===== src/rtl/regfile_write_scheduler_pkg.sv =====
// Shared constants and types for the register-file write scheduler.
// Register 15 is the PC and is never tracked by the pending-write scoreboard.
package regfile_sched_pkg;

   localparam logic [3:0] REG_PC    = 4'hF;
   localparam int         NUM_GPR   = 15;
   localparam int         CNT_W_DEF = 2;

   typedef enum logic {REQ_ALU, REQ_MEM} req_e;

   typedef logic [CNT_W_DEF-1:0] cnt_arr_t [NUM_GPR];

endpackage


===== src/rtl/regfile_write_scheduler_if.sv =====
// Requester, reservation, hazard-query and register-file write signals of the scheduler.
// The slave modport is the scheduler; the master modport is its environment.
interface regfile_write_scheduler_if #(parameter int DATA_W = 32);

   logic              alu_valid;
   logic [3:0]        alu_sel;
   logic [DATA_W-1:0] alu_data;
   logic              alu_ready;

   logic              mem_valid;
   logic [3:0]        mem_sel;
   logic [DATA_W-1:0] mem_data;
   logic              mem_ready;

   logic              rf_we;
   logic [3:0]        rf_sel;
   logic [DATA_W-1:0] rf_data;
   logic              pc_we;
   logic [DATA_W-1:0] pc_data;

   logic              rsv_valid;
   logic [3:0]        rsv_sel;
   logic              rsv_ready;

   logic [3:0]        rd_sel1;
   logic [3:0]        rd_sel2;
   logic              hazard1;
   logic              hazard2;

   modport master (
      output alu_valid, alu_sel, alu_data, mem_valid, mem_sel, mem_data,
             rsv_valid, rsv_sel, rd_sel1, rd_sel2,
      input  alu_ready, mem_ready, rsv_ready, hazard1, hazard2,
             rf_we, rf_sel, rf_data, pc_we, pc_data
   );

   modport slave (
      input  alu_valid, alu_sel, alu_data, mem_valid, mem_sel, mem_data,
             rsv_valid, rsv_sel, rd_sel1, rd_sel2,
      output alu_ready, mem_ready, rsv_ready, hazard1, hazard2,
             rf_we, rf_sel, rf_data, pc_we, pc_data
   );

endinterface


===== src/rtl/regfile_write_scheduler_rr_arbiter2.sv =====
// Two-way round-robin arbiter between ALU and load writeback.
// On a conflict the requester that did not win last time is granted.
module rr_arbiter2
   import regfile_sched_pkg::*;
(
   input  logic clk,
   input  logic rst,
   input  logic req_alu,
   input  logic req_mem,
   output logic gnt_alu,
   output logic gnt_mem
);

   req_e last_q;

   always_comb begin
      gnt_alu = !rst && req_alu && (!req_mem || last_q == REQ_MEM);
      gnt_mem = !rst && req_mem && (!req_alu || last_q == REQ_ALU);
   end

   // NOTE: flops are written with <= so every always_ff samples pre-edge values.
   always_ff @(posedge clk) begin
      if (rst)          last_q <= REQ_MEM;
      else if (gnt_alu) last_q <= REQ_ALU;
      else if (gnt_mem) last_q <= REQ_MEM;
   end

endmodule


===== src/rtl/regfile_write_scheduler.sv =====
// Single write port owner for R0-R14 plus PC redirect, with a per-register
// pending-write scoreboard that drives decode's RAW hazard flags.
module regfile_write_scheduler
   import regfile_sched_pkg::*;
#(
   parameter int DATA_W = 32,
   parameter int CNT_W  = CNT_W_DEF
) (
   input  logic                    clk,
   input  logic                    rst,
   regfile_write_scheduler_if.slave bus
);

   localparam logic [CNT_W-1:0] CNT_MAX = '1;

   logic              gnt_alu;
   logic              gnt_mem;
   logic              gnt;
   logic [3:0]        wsel;
   logic [DATA_W-1:0] wdata;
   logic              rsv_take;

   logic [CNT_W-1:0]   cnt_q [NUM_GPR];
   logic [15:0]        pend;
   logic [15:0]        full;
   logic [NUM_GPR-1:0] inc;
   logic [NUM_GPR-1:0] dec;

   logic              rf_we_q;
   logic [3:0]        rf_sel_q;
   logic [DATA_W-1:0] rf_data_q;
   logic              pc_we_q;
   logic [DATA_W-1:0] pc_data_q;

   rr_arbiter2 u_arb (
      .clk     (clk),
      .rst     (rst),
      .req_alu (bus.alu_valid),
      .req_mem (bus.mem_valid),
      .gnt_alu (gnt_alu),
      .gnt_mem (gnt_mem)
   );

   assign gnt           = gnt_alu | gnt_mem;
   assign wsel          = gnt_mem ? bus.mem_sel  : bus.alu_sel;
   assign wdata         = gnt_mem ? bus.mem_data : bus.alu_data;
   assign bus.alu_ready = gnt_alu;
   assign bus.mem_ready = gnt_mem;

   // NOTE: defaults first so every path through the block assigns; no latches.
   always_comb begin
      pend = '0;
      full = '0;
      inc  = '0;
      dec  = '0;
      for (int i = 0; i < NUM_GPR; i++) begin
         pend[i] = (cnt_q[i] != '0);
         full[i] = (cnt_q[i] == CNT_MAX);
         inc[i]  = rsv_take && (bus.rsv_sel == 4'(i));
         dec[i]  = gnt && (wsel == 4'(i));
      end
   end

   // Bit 15 of pend/full is tied low, so the PC is never busy nor full.
   assign bus.rsv_ready = !rst && !full[bus.rsv_sel];
   assign rsv_take      = bus.rsv_valid && bus.rsv_ready;
   assign bus.hazard1   = pend[bus.rd_sel1];
   assign bus.hazard2   = pend[bus.rd_sel2];

   // NOTE: the counter array is state that hazards read directly, so every entry is reset.
   always_ff @(posedge clk) begin
      if (rst) begin
         for (int i = 0; i < NUM_GPR; i++) cnt_q[i] <= '0;
      end else begin
         for (int i = 0; i < NUM_GPR; i++) begin
            case ({inc[i], dec[i]})
               2'b10:   cnt_q[i] <= cnt_q[i] + CNT_W'(1);
               2'b01:   if (cnt_q[i] != '0) cnt_q[i] <= cnt_q[i] - CNT_W'(1);
               default: ;
            endcase
         end
      end
   end

   always_ff @(posedge clk) begin
      if (rst) begin
         rf_we_q   <= 1'b0;
         pc_we_q   <= 1'b0;
         rf_sel_q  <= '0;
         rf_data_q <= '0;
         pc_data_q <= '0;
      end else begin
         rf_we_q <= gnt && (wsel != REG_PC);
         pc_we_q <= gnt && (wsel == REG_PC);
         if (gnt && wsel != REG_PC) begin
            rf_sel_q  <= wsel;
            rf_data_q <= wdata;
         end
         if (gnt && wsel == REG_PC) pc_data_q <= wdata;
      end
   end

   assign bus.rf_we   = rf_we_q;
   assign bus.rf_sel  = rf_sel_q;
   assign bus.rf_data = rf_data_q;
   assign bus.pc_we   = pc_we_q;
   assign bus.pc_data = pc_data_q;

endmodule


===== src/flat_wrapper.sv =====
// flat-port wrapper written by rule: the top's interface ports become plain ports
module regfile_write_scheduler_flat import regfile_sched_pkg::*;
#(
   parameter int DATA_W = 32,
   parameter int CNT_W  = CNT_W_DEF
)
  (clk, rst, bus_alu_valid, bus_alu_sel, bus_alu_data, bus_mem_valid, bus_mem_sel, bus_mem_data, bus_rsv_valid, bus_rsv_sel, bus_rd_sel1, bus_rd_sel2, bus_alu_ready, bus_mem_ready, bus_rsv_ready, bus_hazard1, bus_hazard2, bus_rf_we, bus_rf_sel, bus_rf_data, bus_pc_we, bus_pc_data);
  regfile_write_scheduler_if #(.DATA_W(DATA_W)) bus_i ();
  input  logic clk;
  input  logic rst;
  input wire logic [$bits(bus_i.alu_valid)-1:0] bus_alu_valid;
  input wire logic [$bits(bus_i.alu_sel)-1:0] bus_alu_sel;
  input wire logic [$bits(bus_i.alu_data)-1:0] bus_alu_data;
  input wire logic [$bits(bus_i.mem_valid)-1:0] bus_mem_valid;
  input wire logic [$bits(bus_i.mem_sel)-1:0] bus_mem_sel;
  input wire logic [$bits(bus_i.mem_data)-1:0] bus_mem_data;
  input wire logic [$bits(bus_i.rsv_valid)-1:0] bus_rsv_valid;
  input wire logic [$bits(bus_i.rsv_sel)-1:0] bus_rsv_sel;
  input wire logic [$bits(bus_i.rd_sel1)-1:0] bus_rd_sel1;
  input wire logic [$bits(bus_i.rd_sel2)-1:0] bus_rd_sel2;
  output wire logic [$bits(bus_i.alu_ready)-1:0] bus_alu_ready;
  output wire logic [$bits(bus_i.mem_ready)-1:0] bus_mem_ready;
  output wire logic [$bits(bus_i.rsv_ready)-1:0] bus_rsv_ready;
  output wire logic [$bits(bus_i.hazard1)-1:0] bus_hazard1;
  output wire logic [$bits(bus_i.hazard2)-1:0] bus_hazard2;
  output wire logic [$bits(bus_i.rf_we)-1:0] bus_rf_we;
  output wire logic [$bits(bus_i.rf_sel)-1:0] bus_rf_sel;
  output wire logic [$bits(bus_i.rf_data)-1:0] bus_rf_data;
  output wire logic [$bits(bus_i.pc_we)-1:0] bus_pc_we;
  output wire logic [$bits(bus_i.pc_data)-1:0] bus_pc_data;
  assign bus_i.alu_valid = bus_alu_valid;
  assign bus_i.alu_sel = bus_alu_sel;
  assign bus_i.alu_data = bus_alu_data;
  assign bus_i.mem_valid = bus_mem_valid;
  assign bus_i.mem_sel = bus_mem_sel;
  assign bus_i.mem_data = bus_mem_data;
  assign bus_i.rsv_valid = bus_rsv_valid;
  assign bus_i.rsv_sel = bus_rsv_sel;
  assign bus_i.rd_sel1 = bus_rd_sel1;
  assign bus_i.rd_sel2 = bus_rd_sel2;
  assign bus_alu_ready = bus_i.alu_ready;
  assign bus_mem_ready = bus_i.mem_ready;
  assign bus_rsv_ready = bus_i.rsv_ready;
  assign bus_hazard1 = bus_i.hazard1;
  assign bus_hazard2 = bus_i.hazard2;
  assign bus_rf_we = bus_i.rf_we;
  assign bus_rf_sel = bus_i.rf_sel;
  assign bus_rf_data = bus_i.rf_data;
  assign bus_pc_we = bus_i.pc_we;
  assign bus_pc_data = bus_i.pc_data;
  regfile_write_scheduler #(.DATA_W(DATA_W), .CNT_W(CNT_W)) u_core (.clk(clk), .rst(rst), .bus(bus_i));
endmodule

===== config.mk =====
export PLATFORM = sky130hd
export DESIGN_NAME = regfile_write_scheduler_flat
export DESIGN_NICKNAME = d
export VERILOG_FILES = /design/src/rtl/regfile_write_scheduler_pkg.sv /design/src/rtl/regfile_write_scheduler_if.sv /design/src/rtl/regfile_write_scheduler_rr_arbiter2.sv /design/src/rtl/regfile_write_scheduler.sv /design/src/flat_wrapper.sv
export SDC_FILE = /design/constraint.sdc
export NUM_CORES = 1
export LEC_CHECK = 0
export CORE_MARGIN = 10
export CORE_UTILIZATION = 43
export DETAILED_ROUTE_END_ITERATION = 12
export GPL_ROUTABILITY_DRIVEN = 1
export PLACE_DENSITY = 0.84
export SYNTH_ARGS = -nofsm -noshare
export SYNTH_HDL_FRONTEND = slang
export SYNTH_SLANG_ARGS = --single-unit
export TNS_END_PERCENT = 10

===== constraint.sdc =====
create_clock -name clk -period 2.2 [get_ports clk]
set_input_delay 0.22 -clock clk [delete_from_list [all_inputs] [get_ports clk]]
set_output_delay 0.22 -clock clk [all_outputs]
set_load 0.02 [all_outputs]

==> results.sh <==
export IMPL_syn_area_per_cell_sq_um=8.78
export IMPL_grt_max_degree=68
export IMPL_timing_worst_setup_path_type="reg2reg"
export IMPL_core_sq_mm=0.0127
export IMPL_clkSinkCount=101
export IMPL_vias=5905
export IMPL_startpoint_type="flop"
export IMPL_post_synth_mux_area_share_pct=7.40
export IMPL_fmax_mhz=478
export IMPL_dieArea_sq_mm=0.0181
export IMPL_r2r_end="u_core.cnt_q[12][1]"
export IMPL_grt_pass1_wl_um=30400
export IMPL_outcome="finished clean"
export IMPL_wl_per_cell_um=18.3
export IMPL_rsz0062_at_grt="no"
export IMPL_cp_required_ps=2380
export IMPL_ys_types=70
export IMPL_clk_pin_slew_worst_paths_ps=70
export IMPL_r2r_start="u_core.u_arb.last_q"
export IMPL_start_util_pct=44.2
export IMPL_dr_pass1_iters=5
export IMPL_synth_seq_cells=101
export IMPL_antenna_found_initial=0
export IMPL_layout_commonest_cell="clkdlybuf4s50_1"
export IMPL_holdBufCountCts=0
export IMPL_setup_tns_ps=0
export IMPL_tritoncts="yes"
export IMPL_synth_edf_count=30
export IMPL_period_share_pct=95.1
export IMPL_nets=974
export IMPL_synthCells=641
export IMPL_synth_area_sq_mm=0.00563
export IMPL_setup_viol=0
export IMPL_hold_viol=0
export IMPL_regToRegSetupSlack_ps=110
export IMPL_finalNonFillerCells=1060
export IMPL_slew_violations=0
export IMPL_cts_root_buf="clkbuf_16"
export IMPL_yosysWarnings=0
export IMPL_diodes=0
export IMPL_final_cell_mix="clkdlybuf4s50_1, buf_4, nor2_1"
export IMPL_preCtsSetupSlack_ps=-357
export IMPL_layout_drive_gt1_share_pct=18.9
export IMPL_hpwl_um=14600
export IMPL_wirelength_um=19400
export IMPL_synthAdderAreaFrac_pct=0.622
export IMPL_worstSkewPairLatency_ps=360
export IMPL_synthXorXnorAreaFrac_pct=0.311
export IMPL_fin_ws_ps=108
export IMPL_vias_per_cell=5.57
export IMPL_num_fill_cells=1019
export IMPL_period_needed_ps=2090
export IMPL_grt_pass1_vias=5962
export IMPL_hold_path_class="in2reg"
export IMPL_worstSetupEndpointType="flop"
export IMPL_placed_area_sq_mm=0.00806
export IMPL_grtUsageTotal_pct=20.7
export IMPL_synth_top_family_by_area="compound AO/OA/AOI/OAI gates"
export IMPL_die_h_um=134
export IMPL_numCtsBuffers=9
export IMPL_ys_async_sr_fraction_pct=0
export IMPL_crit_path_start="u_core.u_arb.last_q"
export IMPL_syn_nets=732
export IMPL_num_rows=41
export IMPL_drt_iter0_drc=353
export IMPL_ir_worst_vdd_mv=0.389
export IMPL_r2r_cells=6
export IMPL_io_pins=164
export IMPL_worst_slew_pin_slew_ps=686
export IMPL_cts_buffer_depth=2
export IMPL_synth_seq_area_share_pct=41.3
export IMPL_route_detailed_drc=0
export IMPL_routabilityCongestion=0.968
export IMPL_skew_ps=9.15
export IMPL_leakagePower_nw=3.34
export IMPL_detail_route_antenna_nets=0
export IMPL_overflow=0
export IMPL_syn_to_final_growth_pct=51.9
export IMPL_synth_flop_cell="dfxtp_1"
export IMPL_yosys_area_share_simple_pct=21.7
export IMPL_place_inst=1030
export IMPL_synth_compound_area_share_pct=24.3
export IMPL_critPathMaxFanout=7
export IMPL_numPortBuffers=163
export IMPL_critPathArrivalTime_ps=2270
export IMPL_fin_area_sq_mm=0.00855
export IMPL_maxSlewHeadroom_pct=54.3
export IMPL_max_cap_violations=0
export IMPL_power_density_mw_per_mm2=552
export IMPL_cts_htree_levels=3
export IMPL_die_w_um=134
export IMPL_crit_end="u_core.cnt_q[12][1]"
[how the worst min path moves through the flow]
stage	to	startpoint	slack, ps	cells after the start
finish	u_core.u_arb.last_q	bus_mem_valid	240	3
global route	u_core.u_arb.last_q	bus_mem_valid	320	3
detailed placement	u_core.bus.rf_sel[1]	u_core.bus.rf_sel[1]	480	2
floorplan	u_core.u_arb.last_q	bus_mem_valid	350	2
global placement	u_core.bus.rf_sel[1]	u_core.bus.rf_sel[1]	470	2
CTS	u_core.cnt_q[14][0]	rst	370	3
[flip-flops by register name, indices dropped and copies added (netlist names)]
name                 cells
u_core.bus.pc_data      32
u_core.bus.rf_data      32
u_core.cnt_q            30
u_core.bus.rf_sel        4
u_core.bus.pc_we         1
u_core.bus.rf_we         1
u_core.u_arb.last_q      1
[kinds of logic (layout without fill, tap and decap cells)]
logic type	Yosys count	after routing
and+or+nand+nor	247	247
AOI/OAI and AO/OA	194	195
DFF	101	101
muxes	39	39
adders and majority gates	3	3
xor gates and xnor gates	2	2
buffers and inverters	55	301
[what timing repair did]
| item | 4_1_cts | 5_1_grt |
|---|---|---|
| endpoints found under the setup margin | 4 | 70 |
| gates cloned | 0 | 3 |
| resized for setup | 12 | 24 |
| pin swaps | 0 | 2 |
| buffers inserted | 0 | 11 |
[per-stage QoR]
step | hold slack [ps] | util (%) | total power [mW]
after CTS | 368 | 65.6 | 4.71
after detailed placement | 481 | 63.4 | 3.22
after global placement | 474 | 63.4 | 3.19
after global routing | 316 | 67.2 | 4.92
after floorplan | 353 | - | 2.63
final | 241 | 67.2 | 4.72
[per-layer routing]
layer	vias to the layer above	wire, um	track usage [%]
li1	2919	-	-
met1	2714	7500	23.3
met2	244	9420	34.6
met3	28	2140	9.67
met4	0	351	4.96
met5	-	0	0
[cell type report]
type | instances | area [sq um] | share of cell area (%)
Clock buffer | 10 | 229 | 2.68
Inverter | 10 | 37.5 | 0.439
Timing Repair Buffer | 275 | 2530 | 29.6
Clock inverter | 6 | 45.0 | 0.527
Tap cell | 172 | 215 | 2.52
Multi-Input combinational cell | 486 | 3170 | 37.1
Sequential cell | 101 | 2320 | 27.2
[report_power, final]
part	total [mW]	switching, mW	leakage [nW]	internal [mW]
clock	1.50	0.722	0.139	0.778
combinational	1.13	0.565	2.31	0.561
sequential	2.09	0.0721	0.891	2.02
total	4.72	1.36	3.34	3.36
[worst max-delay path, cell delays in order, from the launching register on]
cell and delay [ps]:
dfxtp_2 360, a21bo_4 250, or4_1 480, a211o_1 300, buf_4 150, mux2i_1 120, a211oi_1 250
[synth_stat cells, types with 3 or more instances]
master	count	area, sq um
dfxtp_1	71	1420
nand4_1	8	50.1
nand3_1	19	95.1
nor2_1	99	372
clkbuf_1	22	82.6
a21oi_1	27	135
mux2i_1	36	360
nand2b_1	12	75.1
nand3b_1	4	30.0
a311oi_1	4	35.0
nand2_1	36	135
buf_4	3	22.5
or4_1	8	60.1
or2_2	5	31.3
inv_1	10	37.5
o21ai_0	29	145
a211oi_1	78	586
buf_2	14	70.1
nor3_1	21	105
or4b_1	3	30.0
and3_1	3	18.8
a311o_1	3	30.0
a21o_1	7	52.6
nor2b_1	12	75.1
o211ai_1	6	45.0
o31ai_1	5	37.5
a211o_1	7	61.3
buf_1	3	11.3
o221ai_1	3	26.3
edfxtp_1	30	901
Power figures use the tool's default switching activity.
